## config.mk

```make
export PLATFORM = sky130hd
export DESIGN_NAME = proc_stack_unit
export DESIGN_NICKNAME = d
export VERILOG_FILES = /design/src/rtl/proc_stack_unit.sv
export SDC_FILE = /design/constraint.sdc
export NUM_CORES = 1
export LEC_CHECK = 0
export CORE_AREA = 3 3 263 265
export DETAILED_ROUTE_END_ITERATION = 8
export DIE_AREA = 0 0 266 268
export PLACE_DENSITY = 0.5
export SLEW_MARGIN = 20
export SYNTH_ARGS = -nofsm -noshare
export SYNTH_HDL_FRONTEND = slang
export SYNTH_SLANG_ARGS = --single-unit
```

## constraint.sdc

```tcl
create_clock -name clk -period 4.33 [get_ports clk]
set_input_delay 0.866 -clock clk [delete_from_list [all_inputs] [get_ports clk]]
set_output_delay 0.866 -clock clk [all_outputs]
set_load 0.1 [all_outputs]
```

## src/rtl/proc_stack_unit.sv

```systemverilog
// LIFO stack with occupancy count, replace-top on simultaneous push/pop,
// and sticky overflow/underflow flags. Outputs derive only from registered state.
module proc_stack_unit #(
  parameter int DATA_W = 32,
  parameter int DEPTH  = 16,
  localparam int PTR_W = $clog2(DEPTH) + 1
) (
  input  logic              clk,
  input  logic              reset,
  input  logic              push,
  input  logic              pop,
  input  logic [DATA_W-1:0] din,
  input  logic              clr_err,
  output logic [DATA_W-1:0] top,
  output logic [PTR_W-1:0]  count,
  output logic              empty,
  output logic              full,
  output logic              overflow,
  output logic              underflow
);

  localparam int IDX_W = PTR_W - 1;
  localparam logic [IDX_W-1:0] IDX_ONE  = IDX_W'(1);
  localparam logic [PTR_W-1:0] CNT_ONE  = PTR_W'(1);
  localparam logic [PTR_W-1:0] CNT_FULL = PTR_W'(DEPTH);

  logic [DATA_W-1:0] entry [DEPTH];
  logic [IDX_W-1:0]  top_idx;
  logic [IDX_W-1:0]  wr_idx;
  logic              do_push;
  logic              do_pop;
  logic              do_replace;
  logic              ovf_evt;
  logic              unf_evt;

  assign empty = (count == '0);
  assign full  = (count == CNT_FULL);

  // Low bits of count wrap to 0 when full, so subtracting one still lands on DEPTH-1.
  assign top_idx = count[IDX_W-1:0] - IDX_ONE;
  assign top     = empty ? '0 : entry[top_idx];

  always_comb begin
    do_push    = 1'b0;
    do_pop     = 1'b0;
    do_replace = 1'b0;
    ovf_evt    = 1'b0;
    unf_evt    = 1'b0;
    wr_idx     = count[IDX_W-1:0];
    if (push && pop) begin
      if (empty) begin
        do_push = 1'b1;
      end else begin
        do_replace = 1'b1;
        wr_idx     = top_idx;
      end
    end else if (push) begin
      if (full) begin
        ovf_evt = 1'b1;
      end else begin
        do_push = 1'b1;
      end
    end else if (pop) begin
      if (empty) begin
        unf_evt = 1'b1;
      end else begin
        do_pop = 1'b1;
      end
    end
  end

  // The array is not reset; count alone decides which entries are valid.
  always_ff @(posedge clk) begin
    if (!reset && (do_push || do_replace)) begin
      entry[wr_idx] <= din;
    end
  end

  always_ff @(posedge clk) begin
    if (reset) begin
      count <= '0;
    end else if (do_push) begin
      count <= count + CNT_ONE;
    end else if (do_pop) begin
      count <= count - CNT_ONE;
    end
  end

  // A new error in the same cycle as clr_err wins and keeps the flag set.
  always_ff @(posedge clk) begin
    if (reset) begin
      overflow  <= 1'b0;
      underflow <= 1'b0;
    end else begin
      overflow  <= ovf_evt | (overflow  & ~clr_err);
      underflow <= unf_evt | (underflow & ~clr_err);
    end
  end

endmodule

```

---- After elaboration in Yosys (flattened, before gate mapping) ----
Memory sizes are Yosys's and may differ from the RTL's.
Cells that the tools add are included.
operators by class
  $add $sub $neg .......................... 3
  equal/unequal tests ..................... 1
  mux-type cells .......................... 22
  bitwise gates (word level) .............. 5
  reduce and logical (&&, ||, !) cells .... 6
operator list
  cell                 number
  $mux 32              1
  $mux 1               17
  $mux 5               2
  $mux 4               2
  $add 5x1->5 const B  1
  $eq 5x5->1 const B   1
  $logic_not 5->1      1
  $sub 5x1->5 const B  1
  $sub 4x1->4 const B  1
  $and 1x1->1          2
  $logic_and 1x1->1    2
  $or 1x1->1           2
  $reduce_bool 2->1    1
  $logic_not 1->1      1
  $logic_or 1x1->1     1
  $not 1->1            1
storage, ports and cells
  flip-flop bits (word level) ............. 7
  bits in writable memories ............... 512
  logic and storage cells ................. 41
  memories ................................ 1
memories
  name   words  bits a word  rd ports  clocked after memory_dff  wr ports  RTL line  RTL
  entry  16     32           1         0                         1         27        logic [DATA_W-1:0] entry [DEPTH];

---- Depth between registers and ports, before layout ----
Gate-level depths: netlist of run 1.
  word-level depth ........................ 8
  depth in mapped cells ................... 10
  depth with buffers taken out ............ 9

---- Worst setup path after synthesis of run 1 ----
Ideal clock, no wire load.
  path type ............................... reg2out
  start point ............................. register count[0]
  end point ............................... output port top[0]
  data arrival time ....................... 4,225 ps
  slack ................................... -761 ps
  cell stages (with the launch flop) ...... 10
  cells stage by stage .................... dfxtp_1 > buf_2 > clkinv_1 > ha_1 > buf_2 > buf_2 > clkbuf_1 > mux4_2 > mux2i_1 > o22ai_1
on the way
  longest elaborated chain between the ends .. 3
ends and longest elaborated chain
  item                      RTL line  RTL
  start: declaration        15        output logic [PTR_W-1:0] count,
  start signal: assignment  83        count <= count + CNT_ONE;
  start signal: assignment  85        count <= count - CNT_ONE;
  $sub 4x1->4               40        assign top_idx = count[IDX_W-1:0] - IDX_ONE;
  net top_idx[0]            28        logic [IDX_W-1:0] top_idx;
  $mem_v2 16x32             n/a
  $mux 32                   41        assign top = empty ? '0 : entry[top_idx];
  end: declaration          14        output logic [DATA_W-1:0] top,
The timed path passes the listed nets, and every way through them passes these cells.

---- Final worst setup path of run 1 ----
  start point ............................. register count[1]
  end point ............................... output port top[16]
on the way
  longest elaborated chain between the ends .. 3
ends and longest elaborated chain
  item           RTL line
  $sub 4x1->4    40
  $mem_v2 16x32  n/a
  $mux 32 (*)    41
Every way passes the cells marked *; elsewhere a longest branch is shown, timed or not.

==> run_results.csv, run 1 <==
group,metric,value,unit
placed_design,dp_hpwl,24.55,mm
sta,finalMaxSlewViolations,0,
die,rows,95,
critical_path,timing.critical_path.to_type,"primary output",
finish,layout-drive-gt1-share,0.3229,
drt,length_of_the_first_detailed_routing_pass_in_iterations,4,
grt,grt_antenna_before_repair,2,
critical_path,crit_required,3460,ps
min_path,worstHoldPathType,"reg2reg",
placed_design,portBuffers,77,
die,core,67040,um^2
clock_tree,clock_tree.root_cell,"clkbuf_16",
die,die_span_x,266,um
drt,ant_nets,0,
finish,postLayoutCoreUtil,0.3700,
die,die_h,268,um
die,io_pins,78,
logic_synthesis,synthesis.area,20080,um^2
logic_synthesis,synth-async-reset-ratio,0,
logic_synthesis,post_synth_inst_count,886,
clock_tree,h_tree_lvls,2,
die,floorplan.initialDensity,0.2995,
status,run_status,"finished, final reports clean",
logic_synthesis,synth_largest_area_cell,"edfxtp_1",
critical_path,setup.worst_path.start_class,"flop",
logic_synthesis,postSynthAreaPerCell,22.66,um^2
grt,first_global_vias,9942,
drt,drt-initial-drc-count,680,
die,design.die.area,71290,um^2
drt,route.final.wire_length,45.11,mm
grt,grt_max_degree,73,
clock_tree,clk_latency,620,ps
sta,report.final.setup_viol,0,
logic_synthesis,area_contributors_post_synth,"edfxtp_1, mux4_2, mux2i_1",
flow_run,max_cap_viol_count,0,
clock_tree,clock_tree.buffer_depth,3,
sta,f_max,246.5,MHz
finish,finish.cell_count_without_fillers,1928,
grt,grt-ovfl-total,0,
grt,grt_pass1_wl,67.91,mm
critical_path,crit_type,"reg2out",
clock_tree,cts.reportedPaths.clkPinSlew,60,ps
critical_path,signal_arrival_time_at_the_worst_endpoint,3190,ps
grt,grtUsageTotal,0.1294,
logic_synthesis,yosysSeqAreaShare,0.7728,
logic_synthesis,synth_seq_cells,519,
logic_synthesis,synth_fp_nets,926,
clock_tree,cts_buffers,54,
sta,timing.clock.skew,28.17,ps
logic_synthesis,synth-warning-count,0,
clock_tree,cts.sink_count,519,
sta,hold_viol_final,0,
logic_synthesis,synth.lib_cells_used.distinct,52,
critical_path,cp_max_fo,53,
placed_design,placedCellCount,1824,
sta,fin_crit_sh,0.9369,
finish,final_net_count,1052,
finish,area_delta_synth_final,23.54,%
drt,post_drt_via_cell_ratio,4.816,
logic_synthesis,synth_ff_type,"edfxtp_1",
drt,detail_route.wl_per_cell,23.40,um
clock_tree,post_cts.resized_instances,0,
logic_synthesis,synth_enable_flop_cells,512,
logic_synthesis,synthDominantCellAreaShare,0.7658,
clock_tree,cts_tree,"done",
drt,drc_errors,0,
sta,period_needed,4057,ps
placed_design,gp_routability_congestion,0.7710,
clock_tree,post_cts.repair.setup_buffers,0,
finish,most-common-layout-cells,"edfxtp_1, mux4_2, mux2i_1",
clock_tree,ctsHoldBuffers,0,
sta,timing.slew.headroom,0.2922,
sta,worst_margin_pin_slew,1057,ps
sta,rsz0062_at_grt,"false",
finish,leading_cell_type_in_the_layout_fill_and_taps_excluded,"edfxtp_1",
drt,num_vias,9286,
==> cells by family (layout without fill, tap and decap cells) <==
| group | after synthesis | count (layout) | share of synthesized area |
|---|---|---|---|
| simple gates | 54 | 54 | 0.01490 |
| flops | 519 | 519 | 0.7728 |
| mux | 195 | 195 | 0.1771 |
| compound gates | 57 | 57 | 0.01982 |
| other cells | 0 | 2 | 0 |
| fa+ha+maj | 3 | 3 | 0.001870 |
| buf+inv | 56 | 223 | 0.01259 |
| xor+xnor | 2 | 2 | 0.0008727 |
==> routing by layer <==
metal | vias to the layer above | global-route usage | wire, um
met1 | 5022 | 0.1697 | 19420
met4 | 0 | 0.02875 | 714
met3 | 54 | 0.02628 | 1902
met5 | - | 0 | 0
li1 | 4040 | - | -
met2 | 170 | 0.2236 | 23070
==> layout make-up <==
| cell class | instances | area (um^2) |
|---|---|---|
| Clock inverter | 27 | 272.8 |
| Sequential cell | 519 | 15520 |
| Inverter | 7 | 26.28 |
| Fill cell | 6119 | 42240 |
| Tap cell | 873 | 1092 |
| Clock buffer | 70 | 1411 |
| Multi-Input combinational cell | 311 | 4913 |
| Timing Repair Buffer | 119 | 1562 |
| Antenna cell | 2 | 5.005 |
==> worst paths after layout <==
| path | startpoint | cells past startpoint | end | slack [ps] |
|---|---|---|---|---|
| max | count[1]$_SDFFE_PP0P_ | 7 | top[16] | 270 |
| min | overflow$_SDFF_PP0_ | 2 | overflow$_SDFF_PP0_ | 490 |
| max reg2reg | count[1]$_SDFFE_PP0P_ | 8 | entry[0][2]$_DFFE_PP_ | 1070 |
| min reg2reg | overflow$_SDFF_PP0_ | 2 | overflow$_SDFF_PP0_ | 490 |
==> sequential cells by signal, indices dropped and copies added (netlist names) <==
name	cells
count	5
underflow	1
overflow	1
entry	512
==> stage by stage <==
stage,worst slack [ps],hold slack (ps),setup TNS [ps],instance area (um^2)
global route,139.0,510.0,0,24800
floorplan,-226.1,964.9,-67260,20520
CTS,6.446,488.2,0,24760
finish,273.4,487.1,0,24800
detailed placement,660.5,471.5,0,23070
global placement,688.6,470.8,0,23070
==> synth_stat cells, types with 3 or more instances <==
cell type	n
inv_1	5
edfxtp_1	512
mux2i_1	65
a31oi_1	4
ha_1	3
nor3_1	5
mux4_2	128
dfxtp_1	7
or3_1	3
a21oi_1	3
o21ai_0	3
o22ai_1	32
buf_2	28
buf_1	4
nor2_1	24
clkbuf_1	16
==> worst max-delay path: stages (launching register included) <==
cell	delay, ps
dfxtp_1	530
inv_1	220
ha_4	360
buf_12	310
mux4_2	360
mux2i_1	410
o22ai_4	140
buf_12	190
Power of run 1 is not shown: default switching activity piles up to over one toggle a cycle in this logic, so the estimate is an artifact.
==> run 2, diff against run 1 <==
--- a/config.mk
+++ b/config.mk
@@ -6,8 +6,10 @@
 export NUM_CORES = 1
 export LEC_CHECK = 0
 export CORE_AREA = 3 3 263 265
+export CTS_CLUSTER_DIAMETER = 100
 export DETAILED_ROUTE_END_ITERATION = 8
 export DIE_AREA = 0 0 266 268
+export GPL_ROUTABILITY_DRIVEN = 0
 export PLACE_DENSITY = 0.5
 export SLEW_MARGIN = 20
 export SYNTH_ARGS = -nofsm -noshare
==> results of run 2 <==
Same layout as run 1: the final DEF is identical, and so are final timing and power.
Power of run 2 is left out for the same reason.
==> run 3, diff against run 2 <==
--- a/config.mk
+++ b/config.mk
@@ -6,6 +6,7 @@
 export NUM_CORES = 1
 export LEC_CHECK = 0
 export CORE_AREA = 3 3 263 265
+export CTS_BUF_LIST = sky130_fd_sc_hd__clkbuf_8
 export CTS_CLUSTER_DIAMETER = 100
 export DETAILED_ROUTE_END_ITERATION = 8
 export DIE_AREA = 0 0 266 268
==> run 3 against run 2 <==
Fmax up 0.29%. First-iteration DRC count down 7.2%. Worst hold slack worse by 1.6 ps. Register-to-register slack better by 30 ps. Worst setup slack better by 12 ps. Global-route usage up 0.18 points. Die area unchanged. Clock skew up 10 ps. Count of clock-buffer cells in the layout up 18. Largest cell class unchanged. Highest routed layer unchanged.
==> run_results.csv, run 3 (same netlist as run 1, synthesis figures left out) <==
group,metric,value,unit
grt,first_global_vias,10228,
drt,num_vias,9478,
clock_tree,cts.sink_count,519,
die,floorplan.initialDensity,0.2995,
drt,ant_nets,0,
drt,detail_route.wl_per_cell,22.99,um
finish,biggestRegsByFlops,"entry x512, count x5",
finish,largest_register_ff_count,512,
clock_tree,cts_buffers,88,
drt,length_of_the_first_detailed_routing_pass_in_iterations,4,
grt,grt_max_degree,73,
sta,worst_margin_pin_slew,1057,ps
grt,grt-ovfl-total,0,
clock_tree,clock_tree.buffer_depth,3,
status,run_status,"finished, final reports clean",
sta,hold_viol_final,0,
grt,grt_pass1_wl,68.63,mm
drt,drt-initial-drc-count,631,
finish,finish.cell_count_without_fillers,1985,
clock_tree,clk_latency,670,ps
critical_path,timing.critical_path.to_type,"primary output",
critical_path,cp_max_fo,53,
critical_path,setup.worst_path.start_class,"flop",
clock_tree,post_cts.resized_instances,0,
grt,grt_antenna_before_repair,3,
sta,finalMaxSlewViolations,0,
critical_path,critical_path.reg2reg.startpoint,"count[1]$_SDFFE_PP0P_",
finish,multi_input_comb_area,4913,um^2
grt,grtUsageTotal,0.1312,
min_path,hold_path_depth,2,
die,die_span_x,266,um
flow_run,max_cap_viol_count,0,
critical_path,signal_arrival_time_at_the_worst_endpoint,3180,ps
finish,final_net_count,1083,
finish,most-common-layout-cells,"edfxtp_1, mux4_2, clkbuf_8",
sta,timing.clock.skew,38.39,ps
die,die_h,268,um
critical_path,reg2regPathDepth,8,
clock_tree,clock_tree.root_cell,"clkbuf_8",
sta,postLayoutSetupSlackWorst,285.2,ps
finish,largest_register,"entry",
critical_path,crit-reg2reg-capture,"entry[3][2]$_DFFE_PP_",
sta,f_max,247.2,MHz
drt,route.final.wire_length,45.63,mm
drt,drc_errors,0,
clock_tree,h_tree_lvls,3,
placed_design,place_ws,660.5,ps
sta,timing.hold.ws,485.6,ps
sta,report.final.setup_viol,0,
min_path,end_of_the_worst_hold_path,"overflow$_SDFF_PP0_",
sta,rsz0062_at_grt,"false",
clock_tree,cts.reportedPaths.clkPinSlew,50,ps
placed_design,dp_hpwl,24.55,mm
min_path,worstHoldPathType,"reg2reg",
finish,fillerInstances,6171,
finish,area.sequential,15520,um^2
clock_tree,cts_tree,"done",
sta,period_needed,4045,ps
die,io_pins,78,
finish,layout-drive-gt1-share,0.3318,
sta,fin_crit_sh,0.9341,
critical_path,rrSetupSlack,1100,ps
drt,post_drt_via_cell_ratio,4.775,
sta,timing.slew.headroom,0.2918,
finish,leading_cell_type_in_the_layout_fill_and_taps_excluded,"edfxtp_1",
min_path,worstHoldStart,"overflow$_SDFF_PP0_",
die,core,67040,um^2
finish,area_delta_synth_final,22.81,%
die,rows,95,
placed_design,portBuffers,77,
die,design.die.area,71290,um^2
critical_path,crit_required,3460,ps
critical_path,crit_type,"reg2out",
placed_design,placedCellCount,1824,
run 3: changes by cell type in the layout (fill, tap and decap cells not counted), moves of 3 or more:
cell	change
buf_4	-4
clkinv_1	+11
bufinv_16	-3
clkbuf_1	-16
inv_1	+33
clkbuf_8	+88
clkbuf_16	-54
run 3: final cells by class:
cell class,count,area share
Antenna cell,3,0.0003045
Timing Repair Buffer,116,0.06293
Clock buffer,88,0.04912
Multi-Input combinational cell,311,0.1993
Clock inverter,68,0.01355
Tap cell,873,0.04430
Sequential cell,519,0.6294
Inverter,7,0.001066
run 3: worst max path at each step:
| stage | start | slack (ps) | end | depth (start not counted) |
|---|---|---|---|---|
| floorplan | count[0]$_SDFFE_PP0P_ | -230 | entry[1][0]$_DFFE_PP_ | 9 |
| global placement | count[1]$_SDFFE_PP0P_ | 690 | top[30] | 8 |
| detailed placement | pop | 660 | entry[13][17]$_DFFE_PP_ | 6 |
| CTS | count[1]$_SDFFE_PP0P_ | 150 | top[16] | 7 |
| global route | count[1]$_SDFFE_PP0P_ | 90 | top[27] | 8 |
| finish | count[1]$_SDFFE_PP0P_ | 290 | top[16] | 7 |
run 3: stage by stage:
stage	cell area, um^2	TNS (ps)	utilization
after floorplan	20520	-67260	-
after global placement	23070	0	0.3442
after detailed placement	23070	0	0.3442
after CTS	24650	0	0.3677
after global routing	24650	0	0.3677
final	24650	0	0.3678
run 3: what timing repair did:
action	4_1_cts	5_1_grt
hold buffers	0	0
setup endpoints to repair	10	0
buffers inserted	2	0
run 3: worst max-delay path, cell delays in order, from the launching register on:
cell	delay, ps
dfxtp_1	520
inv_1	220
ha_4	360
buf_12	320
mux4_2	360
mux2i_1	380
o22ai_4	140
buf_12	190
run 3: per-layer routing:
layer | part of all wire | vias up | routed length (um) | GRT usage
met2 | 0.51 | 191 | 23200 | 0.2236
met4 | 0.018 | 0 | 841 | 0.04357
li1 | - | 4121 | - | -
met3 | 0.044 | 56 | 2023 | 0.02756
met1 | 0.43 | 5110 | 19570 | 0.1683
met5 | 0 | - | 0 | 0
Power of run 3 is left out for the same reason.
